**src/rtl/counter_sweep_pkg.sv**
```systemverilog
// Shared definitions for the sweep sequencer: mode encodings and FSM states.
package counter_sweep_pkg;

    localparam logic [1:0] MODE_UP   = 2'b00;
    localparam logic [1:0] MODE_DOWN = 2'b01;
    localparam logic [1:0] MODE_PING = 2'b10;
    localparam logic [1:0] MODE_WRAP = 2'b11;

    typedef enum logic {
        IDLE = 1'b0,
        RUN  = 1'b1
    } state_t;

endpackage

```
**src/rtl/updown_count_core.sv**
```systemverilog
// Loadable up/down count register; load wins over enable, value holds otherwise.
module updown_count_core #(
    parameter int WIDTH = 5
) (
    input  logic             clk,
    input  logic             resetN,
    input  logic             en,
    input  logic             load,
    input  logic             up_downN,
    input  logic [WIDTH-1:0] load_val,
    output logic [WIDTH-1:0] count
);

    always_ff @(posedge clk or negedge resetN) begin
        if (!resetN) begin
            count <= '0;
        end else if (load) begin
            count <= load_val;
        end else if (en) begin
            count <= up_downN ? count + WIDTH'(1) : count - WIDTH'(1);
        end
    end

endmodule

```
**src/rtl/counter_sweep_ctrl.sv**
```systemverilog
// Sweep sequencer: loads an origin, steps toward an end bound at a prescaled rate,
// then stops, bounces or reloads according to the captured mode.
module counter_sweep_ctrl
    import counter_sweep_pkg::*;
#(
    parameter int WIDTH = 5,
    parameter int PRE_W = 8
) (
    input  logic             clk,
    input  logic             resetN,
    input  logic             start,
    input  logic             abort,
    input  logic [WIDTH-1:0] lo,
    input  logic [WIDTH-1:0] hi,
    input  logic [1:0]       mode,
    input  logic [PRE_W-1:0] prescale,
    output logic [WIDTH-1:0] count,
    output logic             busy,
    output logic             dir,
    output logic             step,
    output logic             wrap,
    output logic             done,
    output logic             err
);

    state_t             state, state_n;
    logic [PRE_W-1:0]   pre_cnt, pre_cnt_n;
    logic [WIDTH-1:0]   lo_q, hi_q;
    logic [1:0]         mode_q;
    logic [PRE_W-1:0]   pre_q;
    logic               dir_n, busy_n, step_n, wrap_n, done_n, err_n;
    logic               capture;
    logic               core_en, core_load, core_up;
    logic [WIDTH-1:0]   core_val, end_val;

    updown_count_core #(.WIDTH(WIDTH)) u_core (
        .clk      (clk),
        .resetN   (resetN),
        .en       (core_en),
        .load     (core_load),
        .up_downN (core_up),
        .load_val (core_val),
        .count    (count)
    );

    always_comb begin
        state_n   = state;
        pre_cnt_n = pre_cnt;
        dir_n     = dir;
        step_n    = 1'b0;
        wrap_n    = 1'b0;
        done_n    = 1'b0;
        err_n     = 1'b0;
        capture   = 1'b0;
        core_en   = 1'b0;
        core_load = 1'b0;
        core_up   = dir;
        core_val  = lo;
        end_val   = dir ? hi_q : lo_q;

        if (abort) begin
            state_n   = IDLE;
            pre_cnt_n = '0;
        end else if (state == IDLE) begin
            if (start) begin
                if (lo <= hi) begin
                    capture   = 1'b1;
                    pre_cnt_n = '0;
                    state_n   = RUN;
                    core_load = 1'b1;
                    if (mode == MODE_DOWN) begin
                        core_val = hi;
                        dir_n    = 1'b0;
                    end else begin
                        core_val = lo;
                        dir_n    = 1'b1;
                    end
                end else begin
                    err_n = 1'b1;
                end
            end
        end else if (pre_cnt != pre_q) begin
            pre_cnt_n = pre_cnt + PRE_W'(1);
        end else begin
            pre_cnt_n = '0;
            if (count != end_val) begin
                core_en = 1'b1;
                step_n  = 1'b1;
            end else begin
                case (mode_q)
                    MODE_UP, MODE_DOWN: begin
                        state_n = IDLE;
                        done_n  = 1'b1;
                    end
                    // A degenerate lo == hi range still flips direction and flags the bounce.
                    MODE_PING: begin
                        dir_n  = ~dir;
                        wrap_n = 1'b1;
                        if (lo_q != hi_q) begin
                            core_en = 1'b1;
                            core_up = ~dir;
                            step_n  = 1'b1;
                        end
                    end
                    default: begin
                        core_load = 1'b1;
                        core_val  = lo_q;
                        wrap_n    = 1'b1;
                    end
                endcase
            end
        end

        busy_n = (state_n == RUN);
    end

    always_ff @(posedge clk or negedge resetN) begin
        if (!resetN) begin
            state   <= IDLE;
            pre_cnt <= '0;
            dir     <= 1'b1;
            busy    <= 1'b0;
            step    <= 1'b0;
            wrap    <= 1'b0;
            done    <= 1'b0;
            err     <= 1'b0;
        end else begin
            state   <= state_n;
            pre_cnt <= pre_cnt_n;
            dir     <= dir_n;
            busy    <= busy_n;
            step    <= step_n;
            wrap    <= wrap_n;
            done    <= done_n;
            err     <= err_n;
        end
    end

    always_ff @(posedge clk or negedge resetN) begin
        if (!resetN) begin
            lo_q   <= '0;
            hi_q   <= '0;
            mode_q <= '0;
            pre_q  <= '0;
        end else if (capture) begin
            lo_q   <= lo;
            hi_q   <= hi;
            mode_q <= mode;
            pre_q  <= prescale;
        end
    end

endmodule

```
**config.mk**
```make
export PLATFORM = sky130hd
export DESIGN_NAME = counter_sweep_ctrl
export DESIGN_NICKNAME = d
export VERILOG_FILES = /design/src/rtl/counter_sweep_pkg.sv /design/src/rtl/updown_count_core.sv /design/src/rtl/counter_sweep_ctrl.sv
export SDC_FILE = /design/constraint.sdc
export NUM_CORES = 1
export LEC_CHECK = 0
export ABC_AREA = 1
export CAP_MARGIN = 15
export CORE_ASPECT_RATIO = 1.2
export CORE_MARGIN = 5
export CORE_UTILIZATION = 30
export DETAILED_ROUTE_END_ITERATION = 7
export GPL_ROUTABILITY_DRIVEN = 0
export GPL_TIMING_DRIVEN = 0
export PLACE_DENSITY = 0.45
export SLEW_MARGIN = 0
export SYNTH_ARGS = -nofsm -noshare
export SYNTH_HDL_FRONTEND = slang
export SYNTH_HIERARCHICAL = 1
export SYNTH_SLANG_ARGS = --single-unit
```
**constraint.sdc**
```tcl
create_clock -name clk -period 6.94 [get_ports clk]
set_input_delay 0.694 -clock clk [delete_from_list [all_inputs] [get_ports clk]]
set_output_delay 0.694 -clock clk [all_outputs]
set_load 0.01 [all_outputs]
```
==> out/results.txt <==
CTS tree = yes
Ys Warns = 6
maximum capacitance violations = 0
kind of critical path = primary input to register
largest net degree at the start of global routing = 35
drt pass-1 iters = 4
GRT overflow = 0
number of I/O pins = 35
share of the synthesized area in the top cell type = 35.09%
CP Data Required Time = 7.13 ns
Vias/cell = 4.635
antenna violations before repair = 0
peak supply drop = 0.08315 mV
largest buffer count on any clock path = 2
worst setup margin = 3.594 ns
Antenna diodes = 0
Overall Power = 890.0 uW
starting density of the core = 30.32%
ranking of synthesized cells by area = dfrtp_1 (35%), nand2_1 (17%), inv_1 (5.4%)
HP Class = primary input to asynchronous set/reset pin
final setup fails = 0
Hold Fails Final Rpt = 0
clock-pin transition on the worst setup and hold timing paths = 0.08 ns
asr flop ratio synth = 100.0%
Max Fclk = 298.8 MHz
placed cells = 523
initial DRC count = 121
hold_buf cts = 0
final worst path period need = 3.346 ns
critical path data arrival time = 3.53 ns
worst r2r dst = u_core/count[4]
DIE AREA = 0.01104 mm^2
Worst-Margin Slew = 0.9469 ns
worst-path fanout max = 10
Avg Inst Size Synth = 7.344 um^2
Final ANT Viol Nets = 0
row count = 38
cells after synthesis = 369
outcome = finished clean
layout cells sized above 1 = 10.95%
count leader, synth = nand2_1
setup bufs post-CTS = 0
post-synthesis sequential area ratio = 36.06%
crit start category = primary input
ys flop type = dfrtp_1
RSZ-0062 raised after global routing = false
depth of the most critical reg-to-reg path = 14
Inserted Clock Buffers = 5
Yosys reg bits = 39
Post-synth top cells = nand2_1 (122), inv_1 (39), dfrtp_1 (38)
metal2 WL = 4.027 mm
syn_nets = 403
r2r setup slk = 4.05 ns
Tot GR Track Use = 14.16%
Rel. slew slack = 36.21%
period utilization = 48.22%
Unique masters post-synth = 43
post-synthesis cell area = 0.002710 mm^2
non-filler instance count after layout = 531
Cell Pwr Density = 269.2 mW/mm^2
Fin Setup TNS = 0 ns
crit path capture type = register
Root Driver = clkbuf_8
wirelength, routed = 7.388 mm
vias in the first global route = 2402
clk sinks = 39
Residual DRC = 0
Area Growth Syn to Fin = 21.98%
fin. max-slew vios = 0
fill count = 1001
DR top layer = met4
met3 routed WL = 239 um
Wirelength per Cell = 13.91 um
H-tree lvl count = 2
R2R Path Start = state
Core Area = 0.008939 mm^2
Die Span X = 96.77 um
buffers added on ports = 33
Post-synth EDFFs = 0
Setup Skew = 0.009103 ns
Pleak = 0.001586 uW
Skew-Pair Late Insertion Delay = 0.30 ns
dpl hpwl = 5.820 mm
wire length of the first global-routing pass = 12.32 mm
Resized cells post-CTS = 0
Die H = 114.1 um
total number of vias = 2461
Synth area leader = dfrtp_1
Final nets = 444
Place WS = 3.242 ns
M1 WL = 2.962 mm
-- kinds of logic after synthesis --
group           count (synthesis)  share of synthesized area [%]
simple gates                  209                          35.46
buf+inv                        57                          9.741
compound gates                 41                          9.649
flops                          39                          36.06
xor+xnor                       13                          4.201
fa+ha+maj                      10                          4.894
-- routing by layer --
layer	global-route usage, %	vias to the layer above
met1	15.65	1145
li1	-	1269
met2	26.80	34
met3	2.377	13
met5	0	-
met4	5.805	0
-- worst max-delay path: stages --
cell,delay [ns]
clkdlybuf4s50_1,0.55
inv_1,0.06
ha_1,0.30
a21oi_1,0.18
nand2_2,0.09
o21ai_4,0.25
nand2_4,0.13
nor2_8,0.22
inv_4,0.07
buf_6,0.15
o21ai_0,0.36
nor2_2,0.16
a22oi_1,0.20
o21ai_1,0.10
-- layout make-up --
class | count | area [um^2] | share of cell area, %
Buffer | 9 | 76.32 | 2.309
Clock buffer | 8 | 100.1 | 3.028
Inverter | 48 | 187.7 | 5.678
Multi-Input combinational cell | 273 | 1469 | 44.44
Sequential cell | 39 | 977.2 | 29.56
Tap cell | 120 | 150.1 | 4.542
Timing Repair Buffer | 34 | 345.3 | 10.45
-- flip-flops by register name (all words and copies together) (netlist names) --
register      cells
pre_q             8
hi_q              5
dir               1
step              1
pre_cnt           8
done              1
err               1
state             1
mode_q            2
wrap              1
lo_q              5
u_core/count      5
-- power by group --
group	switching, uW	leakage (uW)	internal [uW]
combinational	215	0.00103	168
sequential	53.1	0.000500	277
clock	85.1	0.0000515	90.9
total	354	0.00159	536
-- worst max-delay path by stage --
stage / to / slack (ns) / cells past startpoint / startpoint
after detailed placement: u_core/count[2] / 3.24 / 13 / lo[4]
after global routing: u_core/count[2] / 3.40 / 13 / lo[4]
after global placement: u_core/count[2] / 3.25 / 15 / lo[4]
final: u_core/count[2] / 3.59 / 14 / hi[4]
after CTS: u_core/count[2] / 3.56 / 13 / lo[4]
after floorplan: u_core/count[2] / 4.27 / 15 / hi[3]
-- cells in the final DEF (no fill, tap or decap), types with 2 or more instances in the layout --
cell             count
a21oi_1             11
a22oi_1              4
buf_2                2
buf_6                5
clkbuf_1             3
clkbuf_8             7
clkdlybuf4s50_1     32
dfrtp_1             38
ha_1                 9
inv_1               39
inv_2                6
nand2_1            122
nand2_2              4
nand3_1             25
nand3b_1             3
nand4_1             14
nor2_1              23
nor2_2               3
nor2_4               2
nor3_1               4
o211ai_2             2
o21ai_0             13
o21ai_1              4
o21ai_2              3
xnor2_1             10
xor2_1               3
-- per-stage QoR --
stage	cell area, um^2	utilization, %	hold slack [ns]
finish	3306	36.98	0.2265
global route	3306	36.98	0.2323
CTS	3306	36.98	0.2344
detailed placement	3206	35.86	0.4801
global placement	3191	35.69	0.4781
floorplan	2710	-	0.3984
No activity file was read; power rests on OpenSTA's default activity.
